<file path="src/rtl/vlsi_enc_pkg.sv">
// Shared definitions for the sequential round-robin 4-to-2 encoder.
//   N          number of request lines
//   W          index width, clog2(N)
//   ostate_t   output register state: EMPTY (valid=0) / FULL (valid=1)
//   enc_dbg_t  debug view of the encoder state (output state + rr pointer)
//   onehot()   index -> one-hot mask helper
package vlsi_enc_pkg;

  localparam int N = 4;
  localparam int W = 2;

  typedef enum logic {
    EMPTY = 1'b0,
    FULL  = 1'b1
  } ostate_t;

  typedef struct packed {
    ostate_t        state;
    logic [W-1:0]   ptr;
  } enc_dbg_t;

  function automatic logic [N-1:0] onehot(input logic [W-1:0] idx);
    return N'(1) << idx;
  endfunction

endpackage

</file>
<file path="src/rtl/vlsi_seq_encoder_rr_pick.sv">
// Combinational circular first-one finder.
//   pending  in  N  request vector to search
//   ptr      in  W  index where the search starts
//   g        out W  first set index at or after ptr (wrapping); 0 if none
//   any      out 1  pending has at least one bit set
module rr_pick
  import vlsi_enc_pkg::*;
(
  input  logic [N-1:0] pending,
  input  logic [W-1:0] ptr,
  output logic [W-1:0] g,
  output logic         any
);

  logic [W-1:0] idx;
  logic         found;

  always_comb begin
    g     = '0;
    idx   = '0;
    found = 1'b0;
    // idx wraps naturally because N is a power of two.
    for (int i = 0; i < N; i++) begin
      idx = ptr + W'(i);
      if (!found && pending[idx]) begin
        g     = idx;
        found = 1'b1;
      end
    end
    any = |pending;
  end

endmodule

</file>
<file path="src/rtl/vlsi_seq_encoder.sv">
// Sequential round-robin 4-to-2 encoder. Request lines are accumulated in a
// pending register and emitted one index at a time through a registered
// valid/ready output stage.
//   clk      in   1  rising-edge clock
//   rst_n    in   1  asynchronous active-low reset
//   enable   in   1  sample `in` at each edge when high
//   in       in   N  level-sampled request lines
//   ready    in   1  downstream accepts `out`
//   out      out  W  granted index
//   valid    out  1  `out` holds an unaccepted index
//   pending  out  N  queued requests not yet encoded
//   drop     out  1  one-cycle pulse: a request merged into a pending bit
//   dbg      out     output-state and round-robin pointer, for observation
//
// Handshake: a transfer happens at a rising edge where valid && ready. Once
// valid is high, out is stable until that edge; valid never drops without a
// transfer. All outputs are registered; ready and in reach no output
// combinationally.
module vlsi_seq_encoder
  import vlsi_enc_pkg::*;
(
  input  logic           clk,
  input  logic           rst_n,
  input  logic           enable,
  input  logic [N-1:0]   in,
  input  logic           ready,
  output logic [W-1:0]   out,
  output logic           valid,
  output logic [N-1:0]   pending,
  output logic           drop,
  output enc_dbg_t       dbg
);

  ostate_t        state;
  logic [W-1:0]   ptr;
  logic [W-1:0]   g;
  logic           any;
  logic           load;
  logic [N-1:0]   gmask;
  logic [N-1:0]   req;

  rr_pick u_pick (
    .pending (pending),
    .ptr     (ptr),
    .g       (g),
    .any     (any)
  );

  // The output register may take a new index when it is empty or its
  // current index is being accepted this edge.
  assign load  = ((state == EMPTY) || ready) && any;
  assign gmask = load ? onehot(g) : '0;
  assign req   = enable ? in : '0;

  always_ff @(posedge clk or negedge rst_n) begin
    if (!rst_n) begin
      state   <= EMPTY;
      out     <= '0;
      ptr     <= '0;
      pending <= '0;
      drop    <= 1'b0;
    end else begin
      // New requests are OR-ed in after the grant clear, so a bit granted
      // and re-requested on the same edge stays pending.
      pending <= (pending & ~gmask) | req;
      // Only a request landing on a bit that stays pending is lost.
      drop    <= |(req & pending & ~gmask);

      if (load) begin
        state <= FULL;
        out   <= g;
        ptr   <= g + W'(1);
      end else if (state == FULL && ready) begin
        state <= EMPTY;
      end
    end
  end

  assign valid     = (state == FULL);
  assign dbg.state = state;
  assign dbg.ptr   = ptr;

endmodule

</file>
<file path="config.mk">
export PLATFORM = sky130hd
export DESIGN_NAME = vlsi_seq_encoder
export DESIGN_NICKNAME = d
export VERILOG_FILES = /design/src/rtl/vlsi_enc_pkg.sv /design/src/rtl/vlsi_seq_encoder_rr_pick.sv /design/src/rtl/vlsi_seq_encoder.sv
export SDC_FILE = /design/constraint.sdc
export NUM_CORES = 1
export LEC_CHECK = 0
export BUFFER_PORTS_ARGS = -buffer_cell sky130_fd_sc_hd__buf_2
export CORE_AREA = 2 2 39 41
export DETAILED_ROUTE_END_ITERATION = 12
export DIE_AREA = 0 0 41 43
export GPL_TIMING_DRIVEN = 0
export PLACE_DENSITY = 0.7
export SYNTH_ARGS = -nofsm -noshare
export SYNTH_HDL_FRONTEND = slang
export SYNTH_HIERARCHICAL = 1
export SYNTH_SLANG_ARGS = --single-unit
</file>
<file path="constraint.sdc">
create_clock -name clk -period 4.5 [get_ports clk]
set_clock_uncertainty 0.2 [all_clocks]
set_input_delay 0.225 -clock clk [delete_from_list [all_inputs] [get_ports clk]]
set_output_delay 0.225 -clock clk [all_outputs]
set_load 0.02 [all_outputs]
</file>
==> impl_metrics.json, run 1 <==
{
  "drive_gt1_share_pct": 36.3,
  "remaining_overflow_grt": 0,
  "place_hpwl_um": 901,
  "layout_common_cells": "sky130_fd_sc_hd__buf_2 (18), sky130_fd_sc_hd__dfrtp_1 (10), sky130_fd_sc_hd__inv_1 (6)",
  "grt_first_pass_wirelength_um": 1810,
  "worst_ep_required_time_ns": 4.43,
  "diodes_inserted": 0,
  "min_from": "in[2]",
  "clkLatencyLatePin_ns": 0.25,
  "dp_slack_ns": 2.28,
  "power.leakage_nw": 0.369,
  "setup_viol_count_final": 0,
  "worst_setup_end_kind": "flip-flop",
  "grt_pass1_vias": 463,
  "routed_wl_um": 1140,
  "maxSlewHeadroom_pct": 79.1,
  "floorplan.initialDensity_pct": 41.9,
  "max_freq_ghz": 0.445,
  "layout_min_cycle_time_ns": 2.25,
  "ios": 19,
  "die-area_um2": 1760,
  "synth_seq_area_share_pct": 43.2,
  "routedWlPerCell_um": 11.9,
  "ff_latch_area_um2": 250,
  "final_hold_viol_count": 0,
  "cts.sinks": 10,
  "path_clk_slew_ns": 0.06,
  "num-fill-cells": 141,
  "die_h_um": 43,
  "ant_nets": 0,
  "grt_setup_unrepaired": "false",
  "ir_worst_vdd_uv": 246,
  "first_iter_violations": 15,
  "cts-root-to-sink-buffers": 2,
  "synth_warnings": 6,
  "signed_area_change_from_the_synthesized_netlist_to_the_final_layout_pct": 24.6,
  "cts.repair_timing.setup_buffer_count": 0,
  "finalCritPeriodShare_pct": 49.9,
  "synth_cell_type_count": 18,
  "maxSlewViolCount": 0,
  "core.rowCount": 14,
  "run_status": "finished, final reports clean",
  "drcViolationCount": 0,
  "critical_path_arrival_ns": 2.18,
  "finalSetupTns_ns": 0,
  "port-buffer-count": 18,
  "place.gp.congestion": 0.742,
  "timing.critical_path.fanout_max": 6,
  "setup_slack_ns": 2.25,
  "synth-async-reset-ratio_pct": 100,
  "route.vias.total": 500,
  "max-cap-violations": 0,
  "grt_max_degree": 11,
  "power_density_nw_per_um2": 695,
  "post_synth.cell_area_avg_um2": 9.99,
  "cts_tree": "yes",
  "dominantRegCellSynth": "sky130_fd_sc_hd__dfrtp_1",
  "global_route.usage.total_pct": 15.2,
  "post_cts.resized_instances": 0,
  "synth_enable_flop_cells": 0,
  "detail_route.first_pass.iterations": 4,
  "netlist_instances": 58,
  "synth_fp_nets": 70,
  "via_per_inst": 5.21,
  "nNetsFinal": 94,
  "cts_made_buffers": 3,
  "postSynthRegisterBits": 10,
  "final_common_cell": "sky130_fd_sc_hd__buf_2",
  "critPathLaunch": "pending[1]",
  "core-area_um2": 1380,
  "multi_input_comb_area_um2": 277,
  "worst_slew_pin_slew_ns": 0.314,
  "die_width_um": 41,
  "worst_setup_path_start_kind": "flip-flop",
  "regToRegStartpoint": "pending[1]",
  "path_class": "flip-flop to flip-flop",
  "syn_area_um2": 579,
  "worst_hold_class": "input port to flip-flop",
  "cts_root_buffer": "sky130_fd_sc_hd__clkbuf_4",
  "htree_num_levels": 1,
  "antenna_found_initial": 0
}
-- where the power goes --
part	leakage, nW	switching [W]	internal [W]
combinational	0.246	0.000155	0.000118
sequential	0.110	0.0000429	0.000128
clock	0.0138	0.0000278	0.0000308
-- per-stage QoR --
step                area (um2)  hold slack (ns)  utilization [%]  instances  power (W)
global route               722          0.00815             52.2         96   0.000553
floorplan                  579           -0.271                -         58   0.000366
global placement           689           -0.105             49.8         92   0.000440
detailed placement         689           -0.102             49.8         92   0.000446
CTS                        722          0.00449             52.2         96   0.000506
finish                     722           0.0115             52.2         96   0.000502
-- state kept, by name, indices dropped and copies added (netlist names) --
register	flops
valid	1
ptr	2
out	2
pending	4
drop	1
-- cell usage after synthesis, types with 2 or more instances --
cell type,count,share of area (%)
sky130_fd_sc_hd__a21oi_1,4,3.5
sky130_fd_sc_hd__a22o_1,4,6.0
sky130_fd_sc_hd__a31oi_1,4,4.3
sky130_fd_sc_hd__buf_4,2,2.6
sky130_fd_sc_hd__dfrtp_1,10,43
sky130_fd_sc_hd__ha_1,4,8.6
sky130_fd_sc_hd__inv_1,6,3.9
sky130_fd_sc_hd__mux2_2,4,7.8
sky130_fd_sc_hd__nand2_1,5,3.2
sky130_fd_sc_hd__nand2b_1,3,3.2
sky130_fd_sc_hd__nand3_1,5,4.3
-- cell families after synthesis --
logic type | synth area share, %
AO/OA/AOI/OAI | 19.9
AND/OR/NAND/NOR | 11.4
buffers and inverters | 9.07
flip-flops | 43.2
multiplexers | 7.77
adder cells (fa/ha/maj) | 8.64
-- routing by layer --
metal  GRT usage [%]  routed length (um)  share of wire (%)  up-vias
met3            4.71                  66                5.8        0
met1            17.0                 477                 42      234
met5               0                   0                  0        -
li1                -                   -                  -      251
met2            25.0                 597                 52       15
met4            6.00                   0                  0        0
-- worst max-delay path, stage by stage (launching register included) --
cell and delay, ns:
sky130_fd_sc_hd__dfrtp_1 0.45, sky130_fd_sc_hd__inv_1 0.09, sky130_fd_sc_hd__a221o_1 0.36, sky130_fd_sc_hd__a21oi_1 0.30
sky130_fd_sc_hd__ha_1 0.23, sky130_fd_sc_hd__a31oi_1 0.09, sky130_fd_sc_hd__o41a_1 0.41
-- final cells by class --
cell class,count,share of cell area (%)
Multi-Input combinational cell,38,38.3
Sequential cell,10,34.7
Timing Repair Buffer,19,13.9
Buffer,3,3.64
Inverter,7,3.64
Clock buffer,3,3.12
Tap cell,16,2.77
-- worst paths after layout --
| path | slack (ns) | to | cells past startpoint |
|---|---|---|---|
| setup / recovery | 2.25 | drop | 6 |
| hold reg to reg | 0.31 | out[0] | 1 |
| hold / removal | 0.01 | pending[2] | 2 |
| min in group asynchronous | 0.16 | pending[0] | 2 |
| max in group asynchronous | 3.75 | out[1] | 2 |
| setup reg to reg | 2.25 | drop | 6 |
-- repair_timing --
action / in CTS / in global routing
hold buffers: 1 / 0
hold endpoints to repair: 10 / 0
endpoints found under the setup margin: 0 / 0
(Power assumes the default switching activity.)
==> run 2, diff against run 1 <==
--- a/config.mk
+++ b/config.mk
@@ -5,12 +5,12 @@
 export SDC_FILE = /design/constraint.sdc
 export NUM_CORES = 1
 export LEC_CHECK = 0
+export ABC_AREA = 1
 export BUFFER_PORTS_ARGS = -buffer_cell sky130_fd_sc_hd__buf_2
-export CORE_AREA = 2 2 39 41
+export CORE_UTILIZATION = 45
 export DETAILED_ROUTE_END_ITERATION = 12
-export DIE_AREA = 0 0 41 43
 export GPL_TIMING_DRIVEN = 0
-export PLACE_DENSITY = 0.7
+export PLACE_DENSITY = 0.69
 export SYNTH_ARGS = -nofsm -noshare
 export SYNTH_HDL_FRONTEND = slang
 export SYNTH_HIERARCHICAL = 1
==> constraint.sdc (replaced) <==
create_clock -name clk -period 2.3 [get_ports clk]
set_clock_uncertainty 0.2 [all_clocks]
set_input_delay 0.115 -clock clk [delete_from_list [all_inputs] [get_ports clk]]
set_output_delay 0.115 -clock clk [all_outputs]
set_load 0.02 [all_outputs]
==> run 2 against run 1 <==
Net effect:
- area after synthesis grew 31%
- count of clock-buffer cells in the layout unchanged
- sequential power increased by 100%
- sequential share of layout area shrank 10 points
- hold slack better by 0.031 ns
- via count is 56% higher
- clock power is 100% higher
- critical path type unchanged
==> impl_metrics.json, run 2 <==
{
  "synth_cell_type_count": 17,
  "die_h_um": 43.0,
  "timing.critical_path.slowest_stage_cell": "sky130_fd_sc_hd__dfrtp_1",
  "finalSetupTns_ns": 0,
  "ios": 19,
  "cts_tree": "yes",
  "cts_root_buffer": "sky130_fd_sc_hd__clkbuf_4",
  "dpl_cell_area_um2": 867,
  "nNetsFinal": 160,
  "globalRouteMet2Util_pct": 34.8,
  "syn_area_um2": 757,
  "grt_max_degree": 11,
  "synth_fp_nets": 125,
  "setup_slack_ns": 0.225,
  "antenna_found_initial": 0,
  "finalCritPeriodShare_pct": 90.2,
  "cts_made_buffers": 3,
  "path_clk_slew_ns": 0.07,
  "critical_path.top_delay_family": "simple AND/OR/NAND/NOR gates",
  "dp_slack_ns": 0.168,
  "port-buffer-count": 18,
  "post_synth.cell_area_avg_um2": 6.70,
  "worstPathBufferInverterCount": 3,
  "floorplan.initialDensity_pct": 49.1,
  "yosys.cell_count.top_type": "sky130_fd_sc_hd__nand2_1",
  "crit_chain": "buf_6, nand2_1, nand2_1, nand2_1, nand2_2, nor2_4, nand2_1, nand3_1, nand2_2, inv_2, ha_1, nand3_1, nand2_1, nand2_1, inv_1, nand2_1",
  "cts.sinks": 10,
  "ir_worst_vdd_uv": 1100,
  "route.vias.total": 782,
  "routedWlPerCell_um": 10.6,
  "synth-async-reset-ratio_pct": 100,
  "setup_viol_count_final": 0,
  "dominantRegCellSynth": "sky130_fd_sc_hd__dfrtp_1",
  "largestRegisters": "pending: 4 flops, out: 2 flops, ptr: 2 flops",
  "path_class": "flip-flop to flip-flop",
  "synthTopCellsByCount": "sky130_fd_sc_hd__nand2_1 (52), sky130_fd_sc_hd__dfrtp_1 (10), sky130_fd_sc_hd__inv_1 (9), sky130_fd_sc_hd__nand3_1 (9), sky130_fd_sc_hd__nand2_2 (8)",
  "total_power_w": 0.00176,
  "worst_setup_path_start_kind": "flip-flop",
  "first_iter_violations": 11,
  "grt_first_pass_wirelength_um": 3130,
  "max-cap-violations": 0,
  "die_width_um": 43.0,
  "worst_hold_class": "input port to asynchronous set/reset pin",
  "diodes_inserted": 0,
  "synthDominantAreaCellType": "sky130_fd_sc_hd__dfrtp_1",
  "max_flop_register": "pending",
  "cts-root-to-sink-buffers": 2,
  "crit_path_max_incr_delay_ns": 0.40,
  "synth_seq_area_share_pct": 33.1,
  "clkLatencyLatePin_ns": 0.26,
  "post_synth_main_area_contributors": "sky130_fd_sc_hd__dfrtp_1 (33%), sky130_fd_sc_hd__nand2_1 (26%), sky130_fd_sc_hd__ha_1 (6.6%)",
  "final_common_cell": "sky130_fd_sc_hd__nand2_1",
  "die-area_um2": 1850,
  "layout_min_cycle_time_ns": 2.08,
  "power.leakage_nw": 0.588,
  "yosysTopAreaCellShare_pct": 33.1,
  "worst_setup_end_kind": "flip-flop",
  "max_freq_ghz": 0.482,
  "global_route.usage.total_pct": 22.0,
  "maxSlewHeadroom_pct": 84.1,
  "place_hpwl_um": 1220,
  "layout_common_cells": "sky130_fd_sc_hd__nand2_1 (51), sky130_fd_sc_hd__buf_2 (18), sky130_fd_sc_hd__dlygate4sd3_1 (10)",
  "power_density_nw_per_um2": 1730,
  "core-area_um2": 1540,
  "drive_gt1_share_pct": 32.2,
  "detail_route.first_pass.iterations": 4,
  "maxSlewViolCount": 0,
  "cpMostUsedCell": "sky130_fd_sc_hd__nand2_1",
  "global_route.usage.met3_pct": 1.28,
  "core.rowCount": 14,
  "grt_setup_unrepaired": "false",
  "synth_warnings": 6,
  "timing.critical_path.fanout_max": 9,
  "grt_pass1_vias": 772,
  "worst_ep_required_time_ns": 2.25,
  "drcViolationCount": 0,
  "via_per_inst": 4.83,
  "signed_area_change_from_the_synthesized_netlist_to_the_final_layout_pct": 34.5,
  "routed_wl_um": 1720,
  "netlist_instances": 113,
  "remaining_overflow_grt": 0,
  "synth_enable_flop_cells": 0,
  "worst_slew_pin_slew_ns": 0.238,
  "grt.met1_usage_pct": 30.7,
  "ant_nets": 0,
  "final_hold_viol_count": 0,
  "critical_path_arrival_ns": 2.03,
  "htree_num_levels": 1,
  "place.gp.congestion": 0.793,
  "postSynthRegisterBits": 10,
  "run_status": "finished, final reports clean",
  "largest_reg_flops": 4,
  "worst_hold_slack_ns": 0.0429,
  "postLayoutCellArea_um2": 1020,
  "gr-max-usage-layer": "met2"
}
-- run 2: cell count changes after synthesis, sizes merged, moves of 2 or more --
cell,before,now
nand2b,3,0
inv,7,14
nor2,1,6
a22o,4,0
mux2,4,0
a21oi,4,0
a31oi,4,0
nand3,5,9
nand2,5,62
o21ai,1,3
-- run 2: area by class of cell --
class,instances,area [um2]
Fill cell,130,523
Multi-Input combinational cell,87,443
Sequential cell,10,251
Timing Repair Buffer,30,205
Inverter,14,57.6
Clock buffer,3,22.5
Tap cell,16,20.0
Buffer,2,18.8
-- run 2: final timing paths --
check / from / to / slack (ns) / cells past startpoint
worst max-delay path: ptr[0] / drop / 0.22 / 16
worst min-delay path: rst_n / out[0] / 0.04 / 2
worst max register to register: ptr[0] / drop / 0.22 / 16
worst min register to register: out[0] / out[0] / 0.29 / 1
max in group asynchronous: rst_n / ptr[1] / 1.64 / 2
min in group clk: enable / drop / 0.11 / 7
-- run 2: power breakdown --
part           internal, W  switching (W)  leakage, nW
Sequential        0.000263      0.0000870        0.112
Combinational     0.000487       0.000807        0.463
Clock            0.0000603      0.0000596       0.0138
-- run 2: cell families after synthesis --
| kind of cell | Yosys count | share of synthesized area, % |
|---|---|---|
| flip-flops | 10 | 33.1 |
| AND/OR/NAND/NOR | 79 | 47.3 |
| AO/OA/AOI/OAI | 4 | 2.97 |
| adder cells (fa/ha/maj) | 4 | 6.61 |
| buffers and inverters | 16 | 10.1 |
-- run 2: repair_timing --
| action | CTS | global route |
|---|---|---|
| setup endpoints to repair | 0 | 2 |
| hold buffers | 10 | 0 |
| setup buffers | 0 | 2 |
| gates resized for setup | 0 | 6 |
| hold endpoints to repair | 15 | 0 |
-- run 2: stage by stage --
| step | std cells | utilization (%) |
|---|---|---|
| floorplan | 113 | - |
| global placement | 147 | 56.3 |
| detailed placement | 147 | 56.3 |
| CTS | 160 | 64.2 |
| global route | 162 | 66.1 |
| finish | 162 | 66.1 |
-- run 2: per-layer routing --
| metal | up-vias | wire, um |
|---|---|---|
| li1 | 410 | - |
| met1 | 356 | 769 |
| met2 | 12 | 890 |
| met3 | 4 | 31 |
| met4 | 0 | 25 |
| met5 | - | 0 |
==> run 3, diff against run 2 <==
==> constraint.sdc (replaced) <==
create_clock -name clk -period 2.3 [get_ports clk]
set_clock_uncertainty 0.2 [all_clocks]
set_input_delay 0.575 -clock clk [delete_from_list [all_inputs] [get_ports clk]]
set_output_delay 0.575 -clock clk [all_outputs]
set_load 0.02 [all_outputs]
==> run 3 against run 2 <==
Net effect:
- hold slack better by 0.24 ns
- count of clock-buffer cells in the layout unchanged
- setup slack better by 0.014 ns
- first-iteration DRC count up 27%
- sequential share of layout area up 2.5 points
- sequential cell count unchanged
- critical path depth unchanged
- fmax up 0.68%
- cell count down 5.6%
- die area unchanged
- global-route usage down 1.6 points
- utilization down 6.2 points
- largest cell class unchanged
- highest routed layer unchanged
==> impl_metrics.json, run 3 (synthesis gave the netlist of run 2 again) <==
{
  "run_status": "finished, final reports clean",
  "final_core_utilization_pct": 59.9,
  "fin_cells": 153,
  "drcViolationCount": 0,
  "cts_tree": "yes",
  "timing.critical_path.fanout_max": 9,
  "max_flop_register": "pending",
  "die-area_um2": 1850,
  "min_from": "out[0]",
  "core-area_um2": 1540,
  "signed_area_change_from_the_synthesized_netlist_to_the_final_layout_pct": 22.0,
  "core.rowCount": 14,
  "htree_num_levels": 1,
  "cts-root-to-sink-buffers": 2,
  "grt_first_pass_wirelength_um": 2880,
  "crit_path_max_incr_delay_ns": 0.39,
  "largestRegisters": "pending: 4 flops, out: 2 flops, ptr: 2 flops",
  "final_hold_viol_count": 0,
  "critPathLaunch": "ptr[0]",
  "finalSetupTns_ns": 0,
  "drive_gt1_share_pct": 33.6,
  "maxSlewHeadroom_pct": 83.4,
  "place_hpwl_um": 1220,
  "setup_viol_count_final": 0,
  "maxSlewViolCount": 0,
  "critical_path.top_delay_family": "simple AND/OR/NAND/NOR gates",
  "finalCritPeriodShare_pct": 89.6,
  "diodes_inserted": 0,
  "crit-reg2reg-capture": "drop",
  "path_class": "flip-flop to flip-flop",
  "nNetsFinal": 151,
  "layout_common_cells": "sky130_fd_sc_hd__nand2_1 (51), sky130_fd_sc_hd__buf_2 (18), sky130_fd_sc_hd__nand2_2 (9), sky130_fd_sc_hd__dfrtp_1 (9), sky130_fd_sc_hd__nand3_1 (8)",
  "antenna_found_initial": 0,
  "route.vias.total": 735,
  "path_clk_slew_ns": 0.07,
  "layout_min_cycle_time_ns": 2.06,
  "grt_setup_unrepaired": "false",
  "placedCellCount": 147,
  "routed_wl_um": 1600,
  "clkLatencyLatePin_ns": 0.26,
  "port-buffer-count": 18,
  "die_width_um": 43.0,
  "floorplan.initialDensity_pct": 49.1,
  "die_h_um": 43.0,
  "first_iter_violations": 14,
  "detail_route.first_pass.iterations": 4,
  "critical_path_arrival_ns": 2.01,
  "worst_ep_required_time_ns": 2.25,
  "worst_slew_pin_slew_ns": 0.250,
  "worst_setup_path_start_kind": "flip-flop",
  "worst_hold_path.endpoint": "out[0]",
  "place.gp.congestion": 0.793,
  "max_freq_ghz": 0.485,
  "dpl_cell_area_um2": 867,
  "cts_root_buffer": "sky130_fd_sc_hd__clkbuf_4",
  "cts.sinks": 10,
  "worst_setup_end_kind": "flip-flop",
  "global_route.usage.total_pct": 20.5,
  "max-cap-violations": 0,
  "crit_chain": "buf_6, inv_6, nand2_4, nand3_1, nand2_1, nand2_1, inv_2, o21ai_1, nand2_2, inv_2, ha_1, nand3_1, nand2_1, nand2_1, inv_1, nand2_1",
  "worst-r2r-setup-slack_ns": 0.24,
  "cts_made_buffers": 3,
  "worstPathBufferInverterCount": 5,
  "via_per_inst": 4.80,
  "ios": 19,
  "final_common_cell": "sky130_fd_sc_hd__nand2_1",
  "largest_reg_flops": 4,
  "cpMostUsedCell": "sky130_fd_sc_hd__nand2_1",
  "timing.critical_path.slowest_stage_cell": "sky130_fd_sc_hd__dfrtp_1",
  "ff2ff_path_depth": 16,
  "remaining_overflow_grt": 0,
  "postLayoutCellArea_um2": 923,
  "regToRegStartpoint": "ptr[0]",
  "whs_path_depth": 1,
  "routedWlPerCell_um": 10.5,
  "grt_max_degree": 11,
  "grt_pass1_vias": 706,
  "ant_nets": 0,
  "worst_hold_class": "flip-flop to flip-flop"
}
run 3: changes by cell type in the layout (fill, tap and decap cells not counted):
cell / change
sky130_fd_sc_hd__nand3_2: -1
sky130_fd_sc_hd__nand3_1: +1
sky130_fd_sc_hd__dlygate4sd3_1: -9
run 3: worst reg2reg max path, stage by stage, from the launching register on:
cell,delay [ns]
sky130_fd_sc_hd__dfrtp_1,0.39
sky130_fd_sc_hd__buf_6,0.15
sky130_fd_sc_hd__inv_6,0.08
sky130_fd_sc_hd__nand2_4,0.05
sky130_fd_sc_hd__nand3_1,0.08
sky130_fd_sc_hd__nand2_1,0.09
sky130_fd_sc_hd__nand2_1,0.09
sky130_fd_sc_hd__inv_2,0.04
sky130_fd_sc_hd__o21ai_1,0.14
sky130_fd_sc_hd__nand2_2,0.11
sky130_fd_sc_hd__inv_2,0.08
sky130_fd_sc_hd__ha_1,0.15
sky130_fd_sc_hd__nand3_1,0.11
sky130_fd_sc_hd__nand2_1,0.08
sky130_fd_sc_hd__nand2_1,0.05
sky130_fd_sc_hd__inv_1,0.04
sky130_fd_sc_hd__nand2_1,0.04
run 3: through the flow:
step | setup WS (ns) | hold WS (ns)
3_5_place_dp | 0.168 | 0.253
6_report | 0.239 | 0.287
2_1_floorplan | 0.270 | 0.0794
5_1_grt | 0.0148 | 0.300
3_3_place_gp | 0.230 | 0.247
4_1_cts | 0.156 | 0.293
run 3: per-layer routing:
| layer | up-vias | share of wire, % | track usage [%] |
|---|---|---|---|
| met5 | - | 0 | 0 |
| met4 | 0 | 1.6 | 11.5 |
| met3 | 4 | 2.6 | 1.28 |
| met2 | 14 | 52 | 30.9 |
| met1 | 325 | 44 | 28.9 |
| li1 | 392 | - | - |
run 3: repair_timing:
action | 4_1_cts | 5_1_grt
resized for setup | 0 | 5
hold buffers | 1 | 0
endpoints found under the hold margin | 10 | 0
setup buffers | 0 | 2
setup endpoints to repair | 0 | 1
run 3: worst max-delay path by stage:
stage | end | slack, ns | cells past startpoint
after detailed placement | drop | 0.17 | 18
after global placement | drop | 0.23 | 18
after CTS | drop | 0.16 | 18
after floorplan | drop | 0.27 | 17
after global routing | drop | 0.01 | 17
final | drop | 0.24 | 16
run 3: area by class of cell:
cell class,instances,area (um2)
Buffer,2,18.8
Multi-Input combinational cell,87,438
Tap cell,16,20.0
Inverter,14,57.6
Clock buffer,3,22.5
Timing Repair Buffer,21,115
Sequential cell,10,251
Fill cell,154,618
Power of run 3 is not shown: default switching activity piles up to over one toggle a cycle in this logic, so the estimate is an artifact.
